$ cat src/rtl/sti_load_scheduler.sv
// Shares the STI serializer's single parallel-load port between two word requesters.
// Round-robin grant, one-cycle load, then tracks the so_valid burst and checks its length.
module sti_load_scheduler #(
  parameter int START_TIMEOUT = 8,
  parameter int CNT_W         = 8
) (
  input  logic             clk,
  input  logic             reset,
  input  logic [1:0]       req,
  input  logic [15:0]      r0_data,
  input  logic [5:0]       r0_cfg,
  input  logic [15:0]      r1_data,
  input  logic [5:0]       r1_cfg,
  output logic [1:0]       gnt,
  output logic             load,
  output logic [15:0]      pi_data,
  output logic [1:0]       pi_length,
  output logic             pi_fill,
  output logic             pi_msb,
  output logic             pi_low,
  output logic             pi_end,
  input  logic             so_valid,
  input  logic             pixel_finish,
  output logic             busy,
  output logic             done,
  output logic             err,
  output logic [CNT_W-1:0] word_cnt
);

  localparam int TMR_W = $clog2(START_TIMEOUT + 1);

  typedef enum logic [2:0] {
    S_IDLE, S_LOAD, S_WAIT_START, S_SHIFT, S_DONE
  } state_t;

  state_t           state_q;
  logic             rr_q;          // 1 = requester 1 wins a tie
  logic [TMR_W-1:0] timer_q;
  logic [5:0]       bit_cnt_q;
  logic             load_q;
  logic [15:0]      pi_data_q;
  logic [1:0]       pi_length_q;
  logic             pi_fill_q, pi_msb_q, pi_low_q, pi_end_q;
  logic             done_q, err_q;
  logic [CNT_W-1:0] word_cnt_q;

  logic [1:0]       gnt_d;
  logic [5:0]       exp_bits;
  logic [5:0]       sel_cfg;
  logic [15:0]      sel_data;

  // The grant is combinational so the capture edge and the gnt pulse share a cycle.
  always_comb begin
    gnt_d = 2'b00;
    if (state_q == S_IDLE) begin
      if (req == 2'b11) gnt_d = rr_q ? 2'b10 : 2'b01;
      else              gnt_d = req;
    end
  end

  assign sel_cfg  = gnt_d[1] ? r1_cfg  : r0_cfg;
  assign sel_data = gnt_d[1] ? r1_data : r0_data;
  assign exp_bits = {1'b0, pi_length_q, 3'b000} + 6'd8;

  always_ff @(posedge clk or posedge reset) begin
    if (reset) begin
      state_q     <= S_IDLE;
      rr_q        <= 1'b0;
      timer_q     <= '0;
      bit_cnt_q   <= '0;
      load_q      <= 1'b0;
      pi_data_q   <= '0;
      pi_length_q <= '0;
      pi_fill_q   <= 1'b0;
      pi_msb_q    <= 1'b0;
      pi_low_q    <= 1'b0;
      pi_end_q    <= 1'b0;
      done_q      <= 1'b0;
      err_q       <= 1'b0;
      word_cnt_q  <= '0;
    end else begin
      load_q <= 1'b0;
      case (state_q)
        S_IDLE: begin
          if (|gnt_d) begin
            pi_data_q   <= sel_data;
            pi_end_q    <= pi_end_q | sel_cfg[5];
            pi_length_q <= sel_cfg[4:3];
            pi_fill_q   <= sel_cfg[2];
            pi_msb_q    <= sel_cfg[1];
            pi_low_q    <= sel_cfg[0];
            rr_q        <= gnt_d[0];
            load_q      <= 1'b1;
            state_q     <= S_LOAD;
          end
        end
        S_LOAD: begin
          word_cnt_q <= word_cnt_q + CNT_W'(1);
          timer_q    <= '0;
          state_q    <= S_WAIT_START;
        end
        S_WAIT_START: begin
          if (so_valid) begin
            bit_cnt_q <= 6'd1;
            state_q   <= S_SHIFT;
          end else if (timer_q == TMR_W'(START_TIMEOUT - 1)) begin
            err_q   <= 1'b1;
            state_q <= pi_end_q ? S_DONE : S_IDLE;
          end else begin
            timer_q <= timer_q + TMR_W'(1);
          end
        end
        S_SHIFT: begin
          if (so_valid) begin
            bit_cnt_q <= bit_cnt_q + 6'd1;
          end else begin
            if (bit_cnt_q != exp_bits) err_q <= 1'b1;
            state_q <= pi_end_q ? S_DONE : S_IDLE;
          end
        end
        S_DONE: begin
          if (pixel_finish) done_q <= 1'b1;
        end
        default: state_q <= S_IDLE;
      endcase
    end
  end

  assign gnt       = gnt_d;
  assign load      = load_q;
  assign pi_data   = pi_data_q;
  assign pi_length = pi_length_q;
  assign pi_fill   = pi_fill_q;
  assign pi_msb    = pi_msb_q;
  assign pi_low    = pi_low_q;
  assign pi_end    = pi_end_q;
  assign busy      = (state_q != S_IDLE) && (state_q != S_DONE);
  assign done      = done_q;
  assign err       = err_q;
  assign word_cnt  = word_cnt_q;

endmodule

$ cat config.mk
export PLATFORM = sky130hd
export DESIGN_NAME = sti_load_scheduler
export DESIGN_NICKNAME = d
export VERILOG_FILES = /design/src/rtl/sti_load_scheduler.sv
export SDC_FILE = /design/constraint.sdc
export NUM_CORES = 1
export LEC_CHECK = 0
export BUFFER_PORTS_ARGS = -buffer_cell sky130_fd_sc_hd__buf_2
export CORE_MARGIN = 2
export CORE_UTILIZATION = 50
export CTS_CLUSTER_DIAMETER = 120
export DETAILED_ROUTE_END_ITERATION = 6
export GPL_TIMING_DRIVEN = 0
export HOLD_SLACK_MARGIN = 0.06
export PLACE_DENSITY_LB_ADDON = 0.15
export SYNTH_ARGS = -nofsm -noshare
export SYNTH_HDL_FRONTEND = slang
export SYNTH_SLANG_ARGS = --single-unit
$ cat constraint.sdc
create_clock -name clk -period 3.34 [get_ports clk]
set_input_delay 1.002 -clock clk [delete_from_list [all_inputs] [get_ports clk]]
set_output_delay 1.002 -clock clk [all_outputs]
set_load 0.02 [all_outputs]
Yosys cells after proc, flatten, opt, wreduce, memory -nomap -nowiden
Index checks and enable logic that the tools add are counted.
{ "totals": {"regBits": 47, "inputBits": 50, "elab_cells": 73} }
{ "classes": {"n_addsub": 4, "n_eq_ne": 17, "mux": 24, "bitwise_logic": 2, "n_reduce_logical": 12} }
{ "ops": {"columns": ["operator", "n"], "rows": [
  ["6-bit 2-to-1 mux", 3],
  ["16-bit 2-to-1 mux", 1],
  ["3-bit 2-to-1 mux", 5],
  ["3-bit one-hot mux with 5 select lines", 1],
  ["2-bit inequality test, second input constant", 7],
  ["6-bit one-hot mux with 2 select lines", 1],
  ["8-bit by 1-bit adder with 8-bit output, second input constant", 1],
  ["4-bit 2-to-1 mux", 2],
  ["4-bit one-hot mux with 2 select lines", 1],
  ["5-bit by 4-bit adder with 6-bit output, second input constant", 1],
  ["6-bit by 1-bit adder with 6-bit output, second input constant", 1],
  ["3-bit by 2-bit == test with 1-bit output, second input constant", 2],
  ["1-bit 2-to-1 mux", 6],
  ["2-bit 2-to-1 mux", 3],
  ["3-bit inequality test, second input constant", 2],
  ["6-bit inequality test", 1],
  ["3-bit AND reduction", 2],
  ["5-bit AND reduction", 1],
  ["4-bit by 1-bit adder with 4-bit output, second input constant", 1],
  ["4-bit by 3-bit == test with 1-bit output, second input constant", 1],
  ["2-bit AND reduction", 2],
  ["4-bit AND reduction", 1],
  ["2-bit nonzero test", 2],
  ["3-bit by 1-bit == test with 1-bit output, second input constant", 1],
  ["other kinds (10)", 10]
]} }

Logic depth before layout (Yosys ltp)
Gate-level depths: netlist (run 1).
{ "depth": {"ltp_word": 6, "ltp_mapped": 6, "depth_no_buf": 4} }

Least setup slack after synthesis (run 1)
OpenSTA, ideal clock, no wires.
{ "synth_timing": {"path_kind": "input port to output port", "startpoint": "input port req[0]", "endpoint": "output port gnt[1]", "arrival_ns": 1.730, "path_slack_ns": 0.608, "stages": 3, "path_cell_list": "and2b_2 or3_4 inv_1"} }
{ "synth_between": {"elab_chain_len": 3} }
{ "synth_rtl": {"columns": ["element", "line", "rtl"], "rows": [
  ["start, declared", "9", "input logic [1:0] req,"],
  ["2-bit == test", "56", "if (req == 2'b11) gnt_d = rr_q ? 2'b10 : 2'b01;"],
  ["2-bit 2-to-1 mux", "56", null],
  ["2-bit 2-to-1 mux", "55", "if (state_q == S_IDLE) begin"],
  ["end, declared", "14", "output logic [1:0] gnt,"]
]} }
Every way passes these cells.

Final worst setup path (run 1)
{ "layout_timing": {"startpoint": "register state_q[2]", "endpoint": "output port gnt[1]"} }
{ "layout_between": {"elab_chain_len": 2} }
{ "layout_rtl": {"columns": ["element", "line", "rtl"], "rows": [
  ["start, declared", "36", "state_t state_q;"],
  ["start signal, assigned", "108", "state_q <= pi_end_q ? S_DONE : S_IDLE;"],
  ["start signal, assigned", "118", "state_q <= pi_end_q ? S_DONE : S_IDLE;"],
  ["3-bit logical NOT", "55", null],
  ["2-bit 2-to-1 mux", "55", null]
]} }
Every way passes these cells.

==> flow_summary.json, run 1 <==
{
  "synth.net_count": 314,
  "route.antenna.remaining_nets": 0,
  "antennaDiodeCount": 0,
  "internal-power_mw": 1.76,
  "synthesis.instances": 259,
  "numCtsBuffers": 5,
  "hold_ws_ns": 0.470,
  "postCtsSetupRepairBufs": 0,
  "hold_viol_final": 0,
  "most_used_standard_cell_by_instance_count_after_synthesis": "dfrtp_1",
  "source_to_sink_clock_delay_at_the_later_pin_of_the_worst_skew_pair_ns": 0.30,
  "synth_area_per_cell_um2": 9.84,
  "detailed_place_hpwl_um": 4530,
  "irDropWorstVdd_mv": 0.483,
  "drv_cap": 0,
  "grt_max_degree": 35,
  "yosys_warnings": 0,
  "h-tree-depth": 2,
  "cts-root-buf": "clkbuf_8",
  "share_comb_of_total_power_pct": 51.3,
  "wl_um": 6250,
  "total_leakage_power_nw": 1.50,
  "endpoint_kind": "output pin",
  "start_util_pct": 52.9,
  "timing.setup.tns_ns": 0,
  "drive_gt1_share_pct": 34.0,
  "critPathMaxFanout": 10,
  "post_synth_most_frequent_cells": "dfrtp_1, nand3_1, o21ai_0",
  "tightestPinTransition_ns": 0.661,
  "crit_path_top_delay_cell": "or3_4",
  "ff_latch_area_um2": 1180,
  "synthTopCellsByArea": "dfrtp_1, a31oi_1, nor4_1, nand3_1, o21ai_0",
  "max-clock-path-buffers": 2,
  "cts.repair.resized": 0,
  "grt_pass1_wl_um": 9880,
  "cts_sinks": 47,
  "synth.cell_area_um2": 2550,
  "num_vias": 2339,
  "core-area_um2": 4820,
  "port-buffer-count": 85,
  "multiInputGateArea_um2": 1130,
  "row_count": 25,
  "area_delta_synth_final_pct": 26.1,
  "finalCriticalPeriod_ns": 2.99,
  "die_h_um": 75.4,
  "ys.flop_type": "dfrtp_1",
  "io_pins": 86,
  "final_nets": 407,
  "dieArea_um2": 5680,
  "timing.setup.critical_path_class": "flip-flop to output pin",
  "grt_antenna_before_repair": 0,
  "max_freq_mhz": 334,
  "grt_use_total_pct": 22.4,
  "number_of_global_route_vias_before_repair": 2194,
  "status": "finished, final reports clean",
  "gr-total-overflow": 0,
  "finalSetupViolCount": 0,
  "cts.clk_slew.worst_paths_ns": 0.09,
  "gp_routability_congestion": 0.813,
  "crit_arrival_ns": 1.99,
  "switchingPower_mw": 1.33,
  "ys_types": 44,
  "drt_iter0_drcs": 146,
  "finalMaxSlewViolations": 0,
  "die_w_um": 75.4,
  "ys_async_sr_fraction_pct": 100,
  "synth_area_leader_cell": "dfrtp_1",
  "setup_slack_ns": 0.350,
  "critical_path.cell_chain": "buf_6 > or3_4 > buf_6 > or3_4 > inv_1 > buf_2",
  "drc_errors": 0,
  "slowest_delay_ns": 0.40,
  "share_clk_of_total_power_pct": 16.2,
  "fill_cells": 442,
  "dp_slack_ns": 0.361,
  "max-slew-margin-rel_pct": 55.6,
  "post_drt_via_cell_ratio": 5.57,
  "ys_ff_latch": 47,
  "rsz0062_at_grt": "no",
  "synth.yosys.seq_area_share_pct": 46.2,
  "drt-wirelength-per-cell_um": 14.9,
  "iteration_count_of_the_initial_detailed_routing_pass": 4,
  "cts_hold_fix_bufs": 0,
  "timing.final.crit_share_pct": 89.5,
  "critical_path_required_ns": 2.34,
  "min-delay-path-class": "flip-flop to flip-flop",
  "synth_edf_count": 0,
  "cts_tree": "yes",
  "synth.top_cell.area_share_pct": 46.2,
  "sw_frac_of_total_pct": 43.0,
  "finClkSkew_ns": 0.00506,
  "power_density_nw_per_um2": 962,
  "critical_path.startpoint_type": "flip-flop",
  "p_seq_share_pct": 32.5
}
==> through the flow <==
stage	area [um^2]	cells	util [%]	total power, mW
after floorplan	2550	259	-	2.13
after global placement	3060	411	63.5	2.55
after detailed placement	3080	412	63.9	2.61
after CTS	3210	420	66.7	3.11
after global routing	3210	420	66.7	3.32
final	3210	420	66.7	3.09
==> final timing paths <==
| check | depth (start not counted) | startpoint | endpoint | slack [ns] |
|---|---|---|---|---|
| setup / recovery | 6 | state_q[2]$_DFFE_PP0P_ | gnt[1] | 0.35 |
| hold / removal | 1 | done$_DFFE_PP0P_ | done$_DFFE_PP0P_ | 0.47 |
| setup reg to reg | 6 | state_q[2]$_DFFE_PP0P_ | pi_fill$_DFFE_PP0P_ | 1.49 |
| hold reg to reg | 1 | done$_DFFE_PP0P_ | done$_DFFE_PP0P_ | 0.47 |
| max in group asynchronous | 3 | reset | timer_q[1]$_DFFE_PP0P_ | 2.22 |
| min in group asynchronous | 2 | reset | pi_data[5]$_DFFE_PP0P_ | 0.65 |
==> per-layer routing <==
| metal | wire length (um) | vias up | global-route usage [%] |
|---|---|---|---|
| li1 | - | 1146 | - |
| met1 | 2920 | 1096 | 31.7 |
| met2 | 2910 | 93 | 36.3 |
| met3 | 365 | 4 | 3.97 |
| met4 | 55 | 0 | 5.26 |
| met5 | 0 | - | 0 |
==> worst max-delay path, delay by kind of cell (launching register included) <==
family	cells	cell delay, ns
and+or+nand+nor	2	0.78
buffers and inverters	4	0.52
DFF	1	0.38
==> state kept, by name, indices dropped and copies added (netlist names) <==
| name | flops |
|---|---|
| pi_data | 16 |
| word_cnt | 8 |
| bit_cnt_q | 6 |
| timer_q | 4 |
| state_q | 3 |
| pi_length | 2 |
| done | 1 |
| err | 1 |
| load | 1 |
| pi_end | 1 |
| pi_fill | 1 |
| pi_low | 1 |
| pi_msb | 1 |
| rr_q | 1 |
==> cell type report <==
class,count,area share [%]
inverter,9,1.05
clock inverter,3,2.10
clock buffer,5,2.14
sequential,47,36.6
tap,67,2.61
timing repair buffer,86,13.9
buffer,23,6.54
multi-input combinational,180,35.1
==> layout by cell type (no fill, tap or decap), types with 2 or more instances in the layout <==
cell	count
nand2b_1	3
a221o_1	2
nand3_1	27
and3_1	3
a31oi_1	23
mux2i_1	3
buf_6	4
nor4bb_1	2
nand2_1	16
nor3_1	4
ha_1	5
xor2_1	5
a21oi_1	3
clkbuf_2	2
and2b_2	2
buf_2	87
bufinv_16	2
nor2_1	7
clkbuf_8	13
xnor2_1	5
inv_1	8
dfrtp_1	47
or3_4	2
nor4_1	22
nand4_1	3
o21ai_0	26
clkbuf_1	5
nor3b_1	2
==> power groups by stage <==
| stage | logic [mW] | clock network (mW) | registers, mW |
|---|---|---|---|
| finish | 1.58 | 0.501 | 1.00 |
| global route | 1.76 | 0.523 | 1.04 |
| CTS | 1.60 | 0.506 | 1.00 |
| detailed placement | 1.59 | 0 | 1.01 |
| global placement | 1.55 | 0 | 1.00 |
| floorplan | 0.933 | 0 | 1.20 |
==> cells by family (layout without fill, tap and decap cells) <==
family	after synthesis	count (layout)	synth area share, %
AOI/OAI and AO/OA	62	62	14.8
xor gates and xnor gates	10	10	3.44
adders and majority gates	5	5	2.46
buffers and inverters	32	126	9.58
DFF	47	47	46.2
muxes	3	3	1.18
and+or+nand+nor	100	100	22.3
Note: power is estimated with default switching activity, not from simulation.
==> inputs of run 2 (changes only) <==
--- a/config.mk
+++ b/config.mk
@@ -13,6 +13,7 @@
 export GPL_TIMING_DRIVEN = 0
 export HOLD_SLACK_MARGIN = 0.06
 export PLACE_DENSITY_LB_ADDON = 0.15
+export RECOVER_POWER = 100
 export SYNTH_ARGS = -nofsm -noshare
 export SYNTH_HDL_FRONTEND = slang
 export SYNTH_SLANG_ARGS = --single-unit
==> constraint.sdc (replaced) <==
create_clock -name clk -period 3.7 [get_ports clk]
set_input_delay 1.11 -clock clk [delete_from_list [all_inputs] [get_ports clk]]
set_output_delay 1.11 -clock clk [all_outputs]
set_load 0.02 [all_outputs]
==> run 2 against run 1 <==
  * Sequential cell count stayed put
  * Clock-buffer cell count did not move
  * The flow now finishes with violations (max-capacitance violations, max-slew violations)
  * Die area stayed put
  * Clock skew grew 0.00053 ns
  * Highest routed layer unchanged
  * Critical path depth shrank 1
  * Clock power shrank 10%
  * Register-to-register slack improved by 0.11 ns
  * Non-clock buffer count stayed put
  * Critical path type is now input pin to output pin
  * Power down 12%
==> flow_summary.json, run 2 (same netlist as run 1, synthesis figures left out) <==
{
  "gr-total-overflow": 0,
  "ff2ff_setup_slack_ns": 1.60,
  "cts_hold_fix_bufs": 0,
  "start_util_pct": 52.9,
  "failed_checks": "max-capacitance violations, max-slew violations",
  "number_of_flip_flops_in_the_largest_register": 16,
  "timing.hold.worst.start": "done$_DFFE_PP0P_",
  "finalCriticalPeriod_ns": 3.34,
  "core-area_um2": 4820,
  "dieArea_um2": 5680,
  "hold_viol_final": 0,
  "num_vias": 2339,
  "critical_path.reg2reg.startpoint": "state_q[1]$_DFFE_PP0P_",
  "ff2ff_path_depth": 6,
  "drv_cap": 1,
  "irDropWorstVdd_mv": 0.423,
  "final_nets": 407,
  "power_density_nw_per_um2": 872,
  "row_count": 25,
  "dp_slack_ns": 0.505,
  "detailed_place_hpwl_um": 4530,
  "post_dp_cell_area_um2": 3080,
  "critPathMaxFanout": 6,
  "finClkSkew_ns": 0.00559,
  "min-delay-path-class": "flip-flop to flip-flop",
  "grt_use_total_pct": 22.4,
  "postCtsSetupRepairBufs": 0,
  "gp_routability_congestion": 0.813,
  "timing.final.crit_share_pct": 90.4,
  "total_leakage_power_nw": 1.35,
  "number_of_global_route_vias_before_repair": 2194,
  "cts.repair.resized": 0,
  "timing.setup.tns_ns": 0,
  "drt-wirelength-per-cell_um": 14.9,
  "max_freq_mhz": 299,
  "area_delta_synth_final_pct": 22.2,
  "critical_path_required_ns": 2.59,
  "tightestPinTransition_ns": 1.79,
  "timing.hold.worst_path_depth": 1,
  "cts_sinks": 47,
  "drc_errors": 0,
  "antennaDiodeCount": 0,
  "port-buffer-count": 85,
  "h-tree-depth": 2,
  "drt_iter0_drcs": 160,
  "finalSetupViolCount": 0,
  "max-clock-path-buffers": 2,
  "whs_endpoint": "done$_DFFE_PP0P_",
  "final_common_cell": "clkbuf_1",
  "r2r_end": "pi_fill$_DFFE_PP0P_",
  "cts.clk_slew.worst_paths_ns": 0.09,
  "wl_um": 6250,
  "numCtsBuffers": 5,
  "critical_path.startpoint_type": "input pin",
  "route.antenna.remaining_nets": 0,
  "io_pins": 86,
  "grt_max_degree": 35,
  "post_drt_via_cell_ratio": 5.57,
  "finalMaxSlewViolations": 35,
  "cts-root-buf": "clkbuf_8",
  "setup_slack_ns": 0.355,
  "grt_antenna_before_repair": 0,
  "status": "complete, but fails checks",
  "iteration_count_of_the_initial_detailed_routing_pass": 6,
  "cts_tree": "yes",
  "die_h_um": 75.4,
  "drive_gt1_share_pct": 20.4,
  "timing.setup.critical_path_class": "input pin to output pin",
  "crit_arrival_ns": 2.23,
  "layout.cells.most_common_list": "clkbuf_1, dfrtp_1, buf_2",
  "hold_ws_ns": 0.474,
  "die_w_um": 75.4,
  "final_design_area_no_fill_um2": 3110,
  "source_to_sink_clock_delay_at_the_later_pin_of_the_worst_skew_pair_ns": 0.30,
  "grt_pass1_wl_um": 9880,
  "endpoint_kind": "output pin",
  "rsz0062_at_grt": "no",
  "max-slew-margin-rel_pct": -19.5
}
-- run 2: cell types whose count changed in the layout (fill, tap and decap cells not counted), sizes merged --
cell / delta
buf: -42
clkbuf: +42
-- run 2: worst max path at each step --
stage / depth (start not counted) / end / startpoint
3_5_place_dp: 5 / gnt[1] / req[0]
6_report: 5 / gnt[1] / req[0]
2_1_floorplan: 3 / gnt[1] / req[0]
3_3_place_gp: 5 / gnt[1] / req[0]
4_1_cts: 5 / gnt[1] / req[0]
5_1_grt: 5 / gnt[1] / req[0]
-- run 2: power by group --
group	leakage (nW)	switching (mW)	internal, mW
Sequential	0.563	0.173	0.738
Combinational	0.727	0.846	0.504
Clock	0.0644	0.181	0.269
-- run 2: area by class of cell --
cell class | instances | area (um^2)
fill | 472 | 1710
sequential | 47 | 1180
multi-input combinational | 180 | 1120
timing repair buffer | 86 | 382
buffer | 23 | 179
tap | 67 | 83.8
clock buffer | 5 | 68.8
clock inverter | 3 | 67.6
inverter | 9 | 33.8
-- run 2: metrics by stage --
step                      power (mW)  utilization, %  instances
after floorplan                 1.92               -        259
after global placement          2.30            63.5        411
after detailed placement        2.35            63.9        412
after CTS                       2.81            66.7        420
after global routing            2.92            64.6        420
final                           2.71            64.6        420
-- run 2: critical path: stages --
cell and delay, ns:
clkbuf_1 0.14, and2b_1 0.23, or3_1 0.42, inv_1 0.11, clkbuf_1 0.23
-- run 2: per-layer routing --
layer  vias up  global-route usage [%]  wire (um)  share of wire (%)
li1       1148                       -          -                  -
met1      1096                    31.7       2860                 46
met2        90                    36.3       2940                 47
met3         5                    3.97        404                6.5
met4         0                    5.26         54               0.86
met5         -                       0          0                  0
==> inputs of run 3 (changes only) <==
--- a/config.mk
+++ b/config.mk
@@ -5,6 +5,7 @@
 export SDC_FILE = /design/constraint.sdc
 export NUM_CORES = 1
 export LEC_CHECK = 0
+export ABC_AREA = 1
 export BUFFER_PORTS_ARGS = -buffer_cell sky130_fd_sc_hd__buf_2
 export CORE_MARGIN = 2
 export CORE_UTILIZATION = 50
==> run 3 against run 2 <==
  * The run now ends clean
  * Synthesized cell count grew 34%
  * Critical path depth is the same
  * Combinational power shrank 10%
  * Clock skew shrank 0.0020 ns
  * Via count grew 8.3%
  * Power shrank 6.3%
  * Non-clock buffer count shrank 10
  * Register-to-register slack gained 0.21 ns
  * Routed wire length shrank 0.30%
  * Hold slack lost 0.012 ns
  * Critical endpoint unchanged
  * Largest power group unchanged
==> flow_summary.json, run 3 <==
{
  "status": "finished, final reports clean",
  "hold_viol_final": 0,
  "ys_ff_latch": 47,
  "synth_area_per_cell_um2": 7.76,
  "totalPowerFinal_mw": 2.54,
  "finalSetupViolCount": 0,
  "synth_area_leader_cell": "dfrtp_1",
  "max-slew-margin-rel_pct": 44.7,
  "share_clk_of_total_power_pct": 17.5,
  "max-clock-path-buffers": 2,
  "min-delay-path-class": "flip-flop to flip-flop",
  "start_util_pct": 52.4,
  "gr-total-overflow": 0,
  "grt_antenna_before_repair": 0,
  "drv_cap": 0,
  "cts.repair.resized": 0,
  "cts_sinks": 47,
  "num_vias": 2534,
  "internal-power_mw": 1.39,
  "r2r_end": "pi_data[0]$_DFFE_PP0P_",
  "drive_gt1_share_pct": 16.1,
  "gp_routability_congestion": 0.831,
  "critPathLaunch": "req[0]",
  "antennaDiodeCount": 0,
  "cts_tree": "yes",
  "cts_hold_fix_bufs": 0,
  "final_common_cell": "nand2_1",
  "whs_endpoint": "err$_DFFE_PP0P_",
  "core-area_um2": 5140,
  "drc_errors": 0,
  "rsz0062_at_grt": "no",
  "fill_cells": 506,
  "synth.net_count": 402,
  "grt_max_degree": 43,
  "timing.hold.worst_path_depth": 2,
  "number_of_global_route_vias_before_repair": 2495,
  "p_seq_share_pct": 35.1,
  "row_count": 26,
  "power_density_nw_per_um2": 778,
  "port-buffer-count": 85,
  "grt_pass1_wl_um": 11000,
  "synth_edf_count": 0,
  "layout.cells.most_common_list": "nand2_1, nand3_1, inv_1",
  "synth.cell_area_um2": 2690,
  "timing.hold.worst.start": "err$_DFFE_PP0P_",
  "post_drt_via_cell_ratio": 4.96,
  "grt_use_total_pct": 22.8,
  "ff2ff_setup_slack_ns": 1.81,
  "most_used_standard_cell_by_instance_count_after_synthesis": "nand2_1",
  "crit_arrival_ns": 2.13,
  "sw_frac_of_total_pct": 45.5,
  "iteration_count_of_the_initial_detailed_routing_pass": 4,
  "finalMaxSlewViolations": 0,
  "endpoint_kind": "output pin",
  "hold_ws_ns": 0.463,
  "total_leakage_power_nw": 1.80,
  "critPathMaxFanout": 10,
  "cts.clk_slew.worst_paths_ns": 0.08,
  "dieArea_um2": 5990,
  "ys_async_sr_fraction_pct": 100,
  "synth.yosys.seq_area_share_pct": 43.7,
  "final_nets": 495,
  "drt-wirelength-per-cell_um": 12.2,
  "tightestPinTransition_ns": 0.824,
  "wl_um": 6240,
  "post_synth_most_frequent_cells": "nand2_1, nand3_1, inv_1",
  "timing.setup.critical_path_class": "input pin to output pin",
  "critical_path_required_ns": 2.59,
  "share_comb_of_total_power_pct": 47.4,
  "cts-root-buf": "clkbuf_8",
  "ff2ff_path_depth": 9,
  "timing.final.crit_share_pct": 87.5,
  "area_delta_synth_final_pct": 21.4,
  "irDropWorstVdd_mv": 0.373,
  "numCtsBuffers": 5,
  "detailed_place_hpwl_um": 4670,
  "route.antenna.remaining_nets": 0,
  "ys_types": 26,
  "critical_path.reg2reg.startpoint": "state_q[1]$_DFFE_PP0P_",
  "critical_path.startpoint_type": "input pin",
  "dp_slack_ns": 0.645,
  "yosys_warnings": 0,
  "die_w_um": 77.4,
  "number_of_flip_flops_in_the_largest_register": 16,
  "max_freq_mhz": 309,
  "setup_slack_ns": 0.464,
  "h-tree-depth": 2,
  "synthesis.instances": 347,
  "drt_iter0_drcs": 126,
  "finalCriticalPeriod_ns": 3.24,
  "timing.setup.tns_ns": 0,
  "switchingPower_mw": 1.16,
  "synthTopCellsByArea": "dfrtp_1, nand2_1, nand3_1, inv_1, nand3b_1",
  "die_h_um": 77.4,
  "ys.flop_type": "dfrtp_1",
  "finClkSkew_ns": 0.00362,
  "synth.top_cell.area_share_pct": 43.7,
  "source_to_sink_clock_delay_at_the_later_pin_of_the_worst_skew_pair_ns": 0.30,
  "postCtsSetupRepairBufs": 0,
  "io_pins": 86
}
==> run 3: changes by cell type after synthesis, moves of 4 or more <==
cell / change
inv_1: +43
buf_4: +4
nand3_1: +34
nand3b_1: +21
o21ai_0: -15
nand2_1: +75
a31oi_1: -23
nor2_1: +6
clkbuf_8: -8
nor3_1: -4
nor4_1: -22
==> run 3: metrics by stage <==
step           std cells  utilization [%]  instance area [um^2]
2_1_floorplan        347                -                  2690
3_3_place_gp         502             62.3                  3200
3_5_place_dp         503             62.7                  3220
4_1_cts              511             65.3                  3360
5_1_grt              511             63.6                  3270
6_report             511             63.6                  3270
==> run 3: worst max-delay path by stage <==
stage / endpoint / cells after the start
6_report: gnt[1] / 5
5_1_grt: gnt[1] / 5
4_1_cts: gnt[1] / 5
3_5_place_dp: gnt[1] / 5
3_3_place_gp: gnt[1] / 5
2_1_floorplan: gnt[0] / 4
==> run 3: worst max-delay path, stage by stage <==
cell and delay, ns:
clkbuf_1 0.12, a21boi_2 0.25, nand2_1 0.25, inv_1 0.14, clkbuf_1 0.25
==> run 3: layout make-up <==
class | count | area, um^2 | area share (%)
buffer | 13 | 72.6 | 2.22
clock buffer | 6 | 72.6 | 2.22
clock inverter | 2 | 60.1 | 1.84
inverter | 55 | 206 | 6.32
multi-input combinational | 232 | 1190 | 36.5
sequential | 47 | 1180 | 36.0
tap | 70 | 87.6 | 2.68
timing repair buffer | 86 | 399 | 12.2
==> run 3: cell families after synthesis <==
| group | share of synthesized area [%] |
|---|---|
| fa+ha+maj | 2.32 |
| buf+inv | 10.7 |
| flops | 43.7 |
| xor+xnor | 2.60 |
| compound gates | 3.72 |
| simple gates | 37.0 |
==> run 3: per-layer routing <==
metal,routed length (um),global-route usage (%),vias up
li1,-,-,1292
met1,2850,29.6,1171
met2,2940,38.0,62
met3,344,5.47,9
met4,103,6.96,0
met5,0,0,-
==> run 3: power groups by stage <==
stage / logic [mW] / registers [mW] / clock network (mW)
after floorplan: 0.741 / 1.05 / 0
after detailed placement: 1.30 / 0.895 / 0
final: 1.21 / 0.892 / 0.444
after CTS: 1.30 / 0.892 / 0.450
after global routing: 1.37 / 0.920 / 0.471
after global placement: 1.26 / 0.890 / 0
